## config.mk

```make
export PLATFORM = sky130hd
export DESIGN_NAME = spi_reg_ctrl
export DESIGN_NICKNAME = d
export VERILOG_FILES = /design/src/rtl/spi_reg_ctrl.sv
export SDC_FILE = /design/constraint.sdc
export NUM_CORES = 1
export LEC_CHECK = 0
export ABC_AREA = 1
export CORE_ASPECT_RATIO = 0.75
export CORE_MARGIN = 2
export CORE_UTILIZATION = 47
export DETAILED_ROUTE_END_ITERATION = 10
export GPL_TIMING_DRIVEN = 0
export PLACE_DENSITY_LB_ADDON = 0.15
export SLEW_MARGIN = 30
export SYNTH_ARGS = -nofsm -noshare
export SYNTH_HDL_FRONTEND = slang
export SYNTH_SLANG_ARGS = --single-unit
```

## constraint.sdc

```tcl
create_clock -name sysclk -period 1.89 [get_ports sysclk]
set_input_delay 0.2835 -clock sysclk [delete_from_list [all_inputs] [get_ports sysclk]]
set_output_delay 0.2835 -clock sysclk [all_outputs]
set_load 0.1 [all_outputs]
```

## src/rtl/spi_reg_ctrl.sv

```systemverilog
// Command/register controller behind the MySpi byte interface: synchronises the
// SPI byte strobe and chip select into sysclk, decodes bursts and drives the fan map.
module spi_reg_ctrl #(
    parameter logic [7:0] ID_VALUE   = 8'hA5,
    parameter logic [7:0] DUTY_RESET = 8'hFF
) (
    input  logic        sysclk,
    input  logic        nReset,
    input  logic        iRxReady,
    input  logic [7:0]  iRx,
    input  logic        iSPICS,
    output logic        oTxReady,
    output logic [7:0]  oTx,
    input  logic [15:0] iTach,
    output logic [7:0]  oCtrl,
    output logic [7:0]  oDuty,
    output logic        oBusy
);
    typedef enum logic [1:0] {
        ST_IDLE  = 2'd0,
        ST_CMD   = 2'd1,
        ST_WDATA = 2'd2,
        ST_RDATA = 2'd3
    } state_t;

    localparam logic [2:0] ADDR_ID      = 3'd0;
    localparam logic [2:0] ADDR_CTRL    = 3'd1;
    localparam logic [2:0] ADDR_DUTY    = 3'd2;
    localparam logic [2:0] ADDR_STATUS  = 3'd3;
    localparam logic [2:0] ADDR_TACH_LO = 3'd4;
    localparam logic [2:0] ADDR_TACH_HI = 3'd5;
    localparam logic [2:0] ADDR_SCRATCH = 3'd6;

    function automatic logic [7:0] read_reg(
        input logic [2:0] a,
        input logic [7:0] ctrl,
        input logic [7:0] duty,
        input logic [2:0] status,
        input logic [7:0] tach_lo,
        input logic [7:0] tach_hi,
        input logic [7:0] scratch
    );
        logic [7:0] v;
        case (a)
            ADDR_ID:      v = ID_VALUE;
            ADDR_CTRL:    v = ctrl;
            ADDR_DUTY:    v = duty;
            ADDR_STATUS:  v = {5'd0, status};
            ADDR_TACH_LO: v = tach_lo;
            ADDR_TACH_HI: v = tach_hi;
            ADDR_SCRATCH: v = scratch;
            default:      v = 8'h00;
        endcase
        return v;
    endfunction

    logic       rx_meta_q, rx_sync_q, rx_prev_q;
    logic       cs_meta_q, cs_sync_q, cs_prev_q;
    logic       cs_armed_q, cs_armed_d;
    logic       busy_q, busy_d;
    state_t     state_q, state_d;
    logic [2:0] addr_q, addr_d;
    logic [7:0] ctrl_q, ctrl_d;
    logic [7:0] duty_q, duty_d;
    logic [7:0] scratch_q, scratch_d;
    logic [7:0] tach_hi_q, tach_hi_d;
    logic [2:0] status_q, status_d;
    logic [7:0] tx_q, tx_d;
    logic       tx_ready_q, tx_ready_d;
    logic [2:0] status_set_s;
    logic       status_clr_s;
    logic       load_tx_s;
    logic       byte_evt_s, cs_fall_s, cs_rise_s;

    // Edge detectors only see chip-select values that came through the pin, so a
    // CS held low across reset release is not mistaken for the start of a frame.
    assign byte_evt_s = rx_sync_q & ~rx_prev_q;
    assign cs_fall_s  = cs_prev_q & ~cs_sync_q;
    assign cs_rise_s  = ~cs_prev_q & cs_sync_q;

    // Synchroniser chains, edge history and busy flag.
    always_ff @(posedge sysclk or negedge nReset) begin
        if (!nReset) begin
            rx_meta_q  <= 1'b0;
            rx_sync_q  <= 1'b0;
            rx_prev_q  <= 1'b0;
            cs_meta_q  <= 1'b0;
            cs_sync_q  <= 1'b0;
            cs_prev_q  <= 1'b0;
            cs_armed_q <= 1'b0;
            busy_q     <= 1'b0;
        end else begin
            rx_meta_q  <= iRxReady;
            rx_sync_q  <= rx_meta_q;
            rx_prev_q  <= rx_sync_q;
            cs_meta_q  <= iSPICS;
            cs_sync_q  <= cs_meta_q;
            cs_prev_q  <= cs_sync_q;
            cs_armed_q <= cs_armed_d;
            busy_q     <= busy_d;
        end
    end

    // Busy mirrors synchronised CS once a genuine high level has been seen.
    always_comb begin
        cs_armed_d = cs_armed_q | cs_meta_q;
        busy_d     = cs_armed_q & ~cs_meta_q;
    end

    // State and register-map storage.
    always_ff @(posedge sysclk or negedge nReset) begin
        if (!nReset) begin
            state_q    <= ST_IDLE;
            addr_q     <= 3'd0;
            ctrl_q     <= 8'h00;
            duty_q     <= DUTY_RESET;
            scratch_q  <= 8'h00;
            tach_hi_q  <= 8'h00;
            status_q   <= 3'b000;
            tx_q       <= 8'h00;
            tx_ready_q <= 1'b0;
        end else begin
            state_q    <= state_d;
            addr_q     <= addr_d;
            ctrl_q     <= ctrl_d;
            duty_q     <= duty_d;
            scratch_q  <= scratch_d;
            tach_hi_q  <= tach_hi_d;
            status_q   <= status_d;
            tx_q       <= tx_d;
            tx_ready_q <= tx_ready_d;
        end
    end

    // Next-state decode; chip-select release overrides any byte in the same cycle.
    always_comb begin
        state_d = state_q;
        if (cs_rise_s) begin
            state_d = ST_IDLE;
        end else begin
            case (state_q)
                ST_IDLE:  state_d = cs_fall_s ? ST_CMD : ST_IDLE;
                ST_CMD:   state_d = byte_evt_s ? (iRx[7] ? ST_WDATA : ST_RDATA) : ST_CMD;
                ST_WDATA: state_d = ST_WDATA;
                ST_RDATA: state_d = ST_RDATA;
                default:  state_d = ST_IDLE;
            endcase
        end
    end

    // Register updates, STATUS bookkeeping and transmit reload per state.
    always_comb begin
        addr_d       = addr_q;
        ctrl_d       = ctrl_q;
        duty_d       = duty_q;
        scratch_d    = scratch_q;
        tach_hi_d    = tach_hi_q;
        tx_ready_d   = tx_ready_q;
        status_set_s = 3'b000;
        status_clr_s = 1'b0;
        load_tx_s    = 1'b0;
        if (cs_rise_s) begin
            tx_ready_d      = 1'b0;
            status_set_s[2] = (state_q == ST_CMD);
        end else begin
            case (state_q)
                ST_IDLE: status_set_s[1] = byte_evt_s;
                ST_CMD: begin
                    if (byte_evt_s) begin
                        addr_d     = iRx[2:0];
                        tx_ready_d = ~iRx[7];
                        load_tx_s  = ~iRx[7];
                    end else begin
                        addr_d = addr_q;
                    end
                end
                ST_WDATA: begin
                    if (byte_evt_s) begin
                        case (addr_q)
                            ADDR_CTRL:    ctrl_d    = iRx;
                            ADDR_DUTY:    duty_d    = iRx;
                            ADDR_SCRATCH: scratch_d = iRx;
                            ADDR_ID, ADDR_STATUS, ADDR_TACH_LO, ADDR_TACH_HI:
                                status_set_s[0] = 1'b1;
                            default:      status_set_s[0] = 1'b0;
                        endcase
                        addr_d = addr_q + 3'd1;
                    end else begin
                        addr_d = addr_q;
                    end
                end
                ST_RDATA: begin
                    // Side effects belong to the byte that just went out on MISO.
                    if (byte_evt_s) begin
                        status_clr_s = (addr_q == ADDR_STATUS);
                        tach_hi_d    = (addr_q == ADDR_TACH_LO) ? iTach[15:8] : tach_hi_q;
                        addr_d       = addr_q + 3'd1;
                        load_tx_s    = 1'b1;
                        tx_ready_d   = 1'b1;
                    end else begin
                        addr_d = addr_q;
                    end
                end
                default: tx_ready_d = 1'b0;
            endcase
        end
        status_d = (status_q & ~{3{status_clr_s}}) | status_set_s;
        tx_d     = load_tx_s ? read_reg(addr_d, ctrl_d, duty_d, status_d, iTach[7:0],
                                        tach_hi_d, scratch_d)
                             : tx_q;
    end

    assign oTxReady = tx_ready_q;
    assign oTx      = tx_q;
    assign oCtrl    = ctrl_q;
    assign oDuty    = duty_q;
    assign oBusy    = busy_q;
endmodule

```

### After elaboration in Yosys (flattened, before gate mapping)

Cells that the tools add are included.

* add/subtract/negate cells: 1
* eq/ne operators: 17
* mux-type cells: 43
* bitwise operators: 13
* reduce and logical (&&, ||, !) cells: 7

Operators by type and width (count)
* 8-bit two-way mux: 16
* 8-bit one-hot mux with 7 select lines: 1
* 3-bit equality test (second input constant): 6
* 1-bit two-way mux: 16
* 3-bit by 2-bit equality test with 1-bit output (second input constant): 4
* 3-bit two-way mux: 3
* 2-bit one-hot mux with 4 select lines: 1
* 3-bit by 1-bit equality test with 1-bit output (second input constant): 2
* 3-bit logical NOT: 2
* 2-bit two-way mux: 3
* 3-bit != test (second input constant): 2
* 3-bit one-hot mux with 2 select lines: 1
* 1-bit NOT: 5
* 1-bit AND: 4
* 2-bit equality test (second input constant): 2
* 1-bit one-hot mux with 2 select lines: 2
* 4-bit OR reduction: 1
* 3-bit by 1-bit adder with 3-bit output (second input constant): 1
* 3-bit AND: 1
* 3-bit NOT: 1
* 3-bit OR: 1
* 3-bit AND reduction: 1
* 3-bit nonzero test: 1
* 2-bit by 1-bit equality test with 1-bit output (second input constant): 1
* other kinds (3): 3

* register bits after elaboration: 57
* input port bits: 28
* output and inout bits: 26
* logic and storage cells: 98

### Longest topological paths before layout

Gate-level depths: netlist of the first run.

* depth in word-level cells: 9
* mapped depth: 16
* depth with buffers taken out: 16

### Least setup slack after synthesis of the first run

OpenSTA, ideal clock, no wires.

* path type: flip-flop to flip-flop
* from: reg addr_q[0]
* to: reg tx_q[7] (netlist: oTx[7])
* setup time: 0.120 ns
* data arrival time: 1.779 ns
* slack: -0.009 ns
* cell stages (with the launch flop): 14
* buffers on the path: 1
* clock period less this slack: 1.899 ns
* cells stage by stage: dfrtp_1 -> ha_1 -> ha_1 -> nand2_1 -> inv_1 -> nor2_1 -> nand2_1 -> nand3_1 -> nand2_2 -> buf_2 -> o21ai_0 -> nand2_1 -> o21ai_1 -> nand2_1

* longest elaborated chain between the ends: 6
* elaborated cells on any way between the ends: 33
* those cells by class: add/sub: 1; eq/ne: 10; mux: 21; reduce/logical: 1

Ends and longest elaborated chain
* from (decl): RTL line 62 `logic [2:0] addr_q, addr_d;`
* from (signal assigned): RTL line 124 `addr_q <= addr_d;`
* 3-bit by 1-bit adder with 3-bit output, or another cell as far along: RTL line 187, 197
* 3-bit two-way mux, or another cell as far along: RTL line 178, 194
* 3-bit one-hot mux with 2 select lines, or another cell as far along: RTL line 166 `case (state_q)`
* 3-bit two-way mux or 8-bit two-way mux (tied branches): RTL line 162, 166
* 3-bit equality test, or another cell as far along: RTL line 44 `case (a)`
* 8-bit one-hot mux with 7 select lines (*): RTL line 44
* to (signal assigned): RTL line 130 `tx_q <= tx_d;`
* to (decl): RTL line 68 `logic [7:0] tx_q, tx_d;`

Mark *: on every way between the ends. The rest lies on a longest branch, timed or not.
A chain may end at the register's enable or synchronous reset.

### Worst setup path in the final report of the first run

* from: reg addr_q[0]
* to: reg tx_q[1] (netlist: oTx[1])

* longest elaborated chain between the ends: 8
* elaborated cells on any way between the ends: 40
* those cells by class: add/sub: 1; eq/ne: 11; mux: 24; bitwise: 3; reduce/logical: 1

Ends and longest elaborated chain (RTL line)
* parallel branches: the longest is 7 deep, another holds 3-bit by 1-bit adder with 3-bit output
* 8-bit one-hot mux with 7 select lines (*): 44

Mark *: on every way between the ends.

==> impl_metrics.toml, run 1 <==
[status]
status = "complete, but fails checks"
failed_checks = "setup timing"

[route]
route.vias.total = 2876
wirelength_um = 9140
avgRoutedWirePerCell_um = 17.7
number_of_design_rule_violations_left_by_the_first_detailed_router_iteration = 295
first_pass_iters = 5
routed_via_density = 5.57
route.antenna.remaining_nets = 0
post_detailed_route_drc_marker_count = 0

[worst_setup_path]
startpoint_type = "register"
crit_required_ns = 2.18
path_max_fanout = 6
critPathCaptureType = "register"
critical-path-slowest-cell = "dfrtp_1"
ff2ff_path_depth = 16
critPathKind = "register to register"
critical-path-max-stage-delay_ns = 0.44
cp.arrival_ns = 2.44
crit_chain = "ha_4 -> ha_4 -> nand2_2 -> inv_2 -> nor2_1 -> nand2_1 -> nand3_2 -> nand2_4 -> buf_12 -> nor2_4 -> nand3_1 -> nand2_1 -> nor2_2 -> nand2_1 -> nand2_1 -> nand2_1"
critical_path.most_common_cell = "nand2_1"

[power]
ir_worst_vdd_mv = 1.79
leakage_dissipation_nw = 2.11
power_density_nw_per_um2 = 2060
power.total_mw = 8.86

[logic_synthesis]
top_cells_by_area_synth = "dfrtp_1 42%, nand2_1 12%, dfstp_2 7.1%, nand3_1 5.1%, o21ai_1 4.9%"
synth.cells.most_frequent = "97 x nand2_1, 49 x dfrtp_1, 30 x nand3_1"
synthesis.instances = 346
synthDistinctLibCells = 31
share_of_synthesized_flip_flops_with_an_asynchronous_set_or_reset_pct = 100
syn_nets = 379
synth.most_common_cell = "nand2_1"
syn_area_per_cell_um2 = 8.51
synth.largest_area_cell = "dfrtp_1"
netlist.area_leader.share_pct = 41.6
ys_warn_count = 0
post_synth_instance_area_um2 = 2950
yosysSeqAreaShare_pct = 48.8
post_synth_edffs = 0
yosys_most_used_dff = "dfrtp_1"
ys_ff_latch = 57

[clock_network]
insertion_delay_ns = 0.35
maximum_clock_path_buffer_count = 2
clock-sinks = 57
clk_slew_on_worst_s_h_paths_ns = 0.07
clk_root_buffer_cell = "clkbuf_8"
cts_htree_levels = 3
cts_buffers = 9
cts_tree = "built"

[place]
gp_weighted_congestion = 0.903
place.detailed.instances = 478
io_buf_count = 53
hpwl_um = 5570

[timing]
fmax_ghz = 0.465
max_slew.worst_pin.slew_ns = 0.978
timing.slew.headroom_pct = 35.1
rsz_0062_raised_after_global_routing = "yes"
finalSetupViolCount = 8
timing.final.max_slew_violations = 0
final_hold_fails = 0
finalClockSkew_ns = 0.00498
fin_crit_ns = 2.15
setup_ws_ns = -0.258
portion_of_the_clock_cycle_consumed_by_the_worst_path_in_the_final_layout_pct = 114

[floorplanning]
initial_core_util_pct = 49.5
row_count = 24
chipHeight_um = 72.6
fp.coreArea_um2 = 5950
die_width_um = 95.4
design.die.area_um2 = 6920
ios = 54

[layout]
postLayoutCoreUtil_pct = 72.2
drive_above_1_share_pct = 32.9
diode_count = 0
relative_area_change_from_synthesis_to_final_layout_pct = 45.8
final_cell_count_no_fill = 516
final_net_count = 466

[hold_path]
hold-path-cell-count = 0
hold_class = "register to register"

[global_route]
grt_pass1_vias = 2791
grt_start_max_net_pins = 30
grt.total_usage_pct = 27.8
globalRouteOverflowTotal = 0
antenna_found_initial = 0
grt_pass1_wl_um = 14200

[run]
drv_cap = 0
[worst max-delay path, delay by kind of cell (launching register included)]
kind / cells / cell delay [ns]
adder cells (fa/ha/maj): 2 / 0.41
buffers and inverters: 2 / 0.18
flip-flops: 1 / 0.44
AND/OR/NAND/NOR: 12 / 1.05
[report_power, final]
part           total (mW)  switching [mW]  internal [mW]
clock                1.17           0.553          0.616
combinational        5.64            3.98           1.66
sequential           2.05           0.291           1.76
[logic make-up after synthesis]
logic type                 after synthesis  synth area share, %
and+or+nand+nor                        191                 32.1
adders and majority gates                5                 2.12
buffers and inverters                   48                 8.11
DFF                                     57                 48.8
AOI/OAI and AO/OA                       45                 8.92
[timing repair]
| action | 4_1_cts | 5_1_grt |
|---|---|---|
| endpoints found under the setup margin | 34 | 16 |
| cloned | 7 | 0 |
| endpoints found under the hold margin | 24 | 0 |
| pin swaps | 32 | 47 |
| hold buffers | 1 | 0 |
| setup buffers | 10 | 5 |
| resized for setup | 83 | 46 |
[cell usage in the layout (no fill, tap or decap), types with 10 or more instances in the layout]
cell type | synthesis | layout
inv_1 | 27 | 23
nand4_1 | 22 | 22
nand3_1 | 30 | 21
dlygate4sd2_1 | 0 | 11
clkdlybuf4s50_1 | 0 | 26
dfrtp_1 | 49 | 47
nand2_1 | 97 | 91
o21ai_2 | 8 | 12
buf_6 | 5 | 12
buf_4 | 4 | 11
nor2_1 | 20 | 10
o21ai_1 | 29 | 25
[per-layer routing]
metal / global-route usage [%] / wire, µm / vias to the layer above
li1: - / - / 1333
met1: 39.7 / 4100 / 1341
met3: 8.52 / 787 / 26
met2: 40.8 / 4070 / 176
met4: 8.89 / 174 / 0
met5: 0 / 0 / -
[sequential cells by signal, summed over array words and instances (netlist names), 2 cells and up]
name / count
tach_hi_q: 8
scratch_q: 8
oCtrl: 8
oTx: 8
oDuty: 8
state_q: 2
addr_q: 3
status_q: 3
[layout make-up]
class | count | area, µm²
multi-input combinational | 243 | 1500
fill | 417 | 1650
clock buffer | 9 | 124
tap | 78 | 97.6
timing repair inverter | 1 | 7.51
buffer | 12 | 126
inverter | 36 | 154
timing repair buffer | 73 | 763
sequential | 57 | 1440
clock inverter | 7 | 78.8
[metrics by stage]
step                hold WS [ns]  area (µm²)  TNS [ns]  setup WS [ns]
floorplan                -0.0121        2950   -0.0148       -0.00594
global placement           0.333        3580    -68.22          -1.25
detailed placement         0.236        3590     -2.31         -0.293
CTS                        0.354        4100     -1.11         -0.180
global route               0.349        4290     -2.46         -0.381
finish                     0.354        4290     -1.73         -0.258
[worst paths after layout]
kind                                             to                start  slack, ns
worst max-delay path             oTx[1]$_DFFE_PN0P_  addr_q[0]$_DFF_PN0_      -0.26
worst min-delay path            rx_sync_q$_DFF_PN0_  rx_meta_q$_DFF_PN0_       0.35
worst max register to register   oTx[1]$_DFFE_PN0P_  addr_q[0]$_DFF_PN0_      -0.26
worst min register to register  rx_sync_q$_DFF_PN0_  rx_meta_q$_DFF_PN0_       0.35
max in group asynchronous        oDuty[6]$_DFF_PN1_               nReset       0.92
min in group asynchronous       addr_q[1]$_DFF_PN0_               nReset       0.41
Power figures use the tool's default switching activity.
==> run 2, diff against run 1 <==
CELL_PAD_IN_SITES_DETAIL_PLACEMENT = 1   (was not set)
CELL_PAD_IN_SITES_GLOBAL_PLACEMENT = 2   (was not set)
CORE_UTILIZATION = 28   (was 47)
==> impl_metrics.toml, run 2 (synthesis gave the netlist of run 1 again) <==
[status]
status = "complete, but fails checks"
failed_checks = "setup timing"

[place]
io_buf_count = 53
hpwl_um = 6810
gp_weighted_congestion = 0.837
pre_cts_slack_ns = -0.443

[route]
avgRoutedWirePerCell_um = 16.6
route.antenna.remaining_nets = 0
routed_via_density = 4.64
wirelength_um = 9390
route.vias.total = 2622
post_detailed_route_drc_marker_count = 0
first_pass_iters = 4
number_of_design_rule_violations_left_by_the_first_detailed_router_iteration = 107

[clock_network]
clock-sinks = 57
clk_slew_on_worst_s_h_paths_ns = 0.05
cts_buffers = 9
clk_root_buffer_cell = "clkbuf_16"
insertion_delay_ns = 0.33
cts_htree_levels = 3
cts_tree = "built"
maximum_clock_path_buffer_count = 2

[worst_setup_path]
critPathKind = "register to register"
crit_chain = "ha_2 -> ha_4 -> nand2_2 -> inv_2 -> nor2_1 -> nand2_1 -> nand3_2 -> nand2_4 -> inv_6 -> buf_8 -> nand4_1 -> nand2_1 -> nor2_1 -> nand2_1 -> nand2_1 -> nand2_1"
critical-path-max-stage-delay_ns = 0.41
critical_path.most_common_cell = "nand2_1"
path_max_fanout = 5
timing.reg2reg.setup_slack_ns = -0.19
cp.arrival_ns = 2.30
path_delay_family = "simple AND/OR/NAND/NOR gates"
crit_required_ns = 2.11
critPathCaptureType = "register"
startpoint_type = "register"
critical-path-slowest-cell = "dfrtp_1"
timing.critical_path.buf_inv = 3

[layout]
final_common_cell = "nand2_1"
relative_area_change_from_synthesis_to_final_layout_pct = 46.0
layout_common_cells = "90 x nand2_1, 48 x dfrtp_1, 26 x o21ai_1, 26 x clkdlybuf4s50_1, 25 x inv_1"
final_net_count = 458
diode_count = 0
drive_above_1_share_pct = 29.6

[floorplanning]
fp.coreArea_um2 = 10200
die_width_um = 122
chipHeight_um = 92.8
design.die.area_um2 = 11400
initial_core_util_pct = 28.7
row_count = 32
ios = 54

[power]
ir_worst_vdd_mv = 1.05
power.total_mw = 8.87
leakage_dissipation_nw = 2.11
power_density_nw_per_um2 = 2060

[global_route]
grt_pass1_wl_um = 15600
grt_pass1_vias = 2826
globalRouteOverflowTotal = 0
grt_start_max_net_pins = 41
antenna_found_initial = 0
grt.total_usage_pct = 18.4

[timing]
timing.hold.ws_ns = 0.346
finalSetupViolCount = 8
setup_ws_ns = -0.187
max_slew.worst_pin.slew_ns = 0.966
final_hold_fails = 0
fmax_ghz = 0.481
rsz_0062_raised_after_global_routing = "yes"
timing.final.max_slew_violations = 0
portion_of_the_clock_cycle_consumed_by_the_worst_path_in_the_final_layout_pct = 110
timing.slew.headroom_pct = 35.8
fin_crit_ns = 2.08
finalClockSkew_ns = 0.00987

[run]
drv_cap = 0

[hold_path]
hold_class = "register to register"
run 2: layout make-up:
class,count,area [µm²]
Tap cell,136,170
Multi-Input combinational cell,241,1450
Fill cell,1214,5950
Timing Repair Buffer,68,707
Sequential cell,57,1440
Inverter,36,149
Buffer,12,119
Clock buffer,15,268
run 2: final timing paths:
path,endpoint,start,cells after the start
min reg2reg,rx_sync_q$_DFF_PN0_,rx_meta_q$_DFF_PN0_,0
min in group asynchronous,cs_meta_q$_DFF_PN0_,nReset,2
max in group asynchronous,oDuty[1]$_DFF_PN1_,nReset,3
max,oTx[1]$_DFFE_PN0P_,addr_q[0]$_DFF_PN0_,16
max reg2reg,oTx[1]$_DFFE_PN0P_,addr_q[0]$_DFF_PN0_,16
min,rx_sync_q$_DFF_PN0_,rx_meta_q$_DFF_PN0_,0
run 2: repair_timing:
item / 4_1_cts / 5_1_grt
pin swaps: 14 / 20
cloned: 2 / 0
endpoints found under the hold margin: 17 / 0
resized for setup: 78 / 24
setup endpoints to repair: 34 / 9
hold buffers: 1 / 0
setup buffers: 9 / 2
run 2: per-stage QoR:
stage / instance area, µm² / std cells / TNS [ns] / utilization, %
6_report: 4300 / 565 / -1.09 / 42.0
5_1_grt: 4300 / 565 / -2.09 / 42.0
4_1_cts: 4170 / 563 / -1.32 / 40.7
3_5_place_dp: 3670 / 536 / -3.55 / 35.8
3_3_place_gp: 3650 / 535 / -79.38 / 35.6
2_1_floorplan: 2950 / 346 / -0.0148 / -
run 2: where the power goes:
group | total (mW) | leakage [nW] | switching [mW] | internal, mW
Combinational | 5.35 | 1.37 | 3.83 | 1.52
Clock | 1.49 | 0.130 | 0.538 | 0.952
Sequential | 2.03 | 0.607 | 0.266 | 1.77
Total | 8.87 | 2.11 | 4.63 | 4.24
run 2: per-layer routing:
metal | vias up | global-route usage [%] | share of wire, %
met5 | - | 0 | 0
met1 | 1251 | 27.9 | 54
li1 | 1310 | - | -
met4 | 0 | 5.84 | 1.7
met2 | 49 | 24.9 | 40
met3 | 12 | 4.80 | 4.3
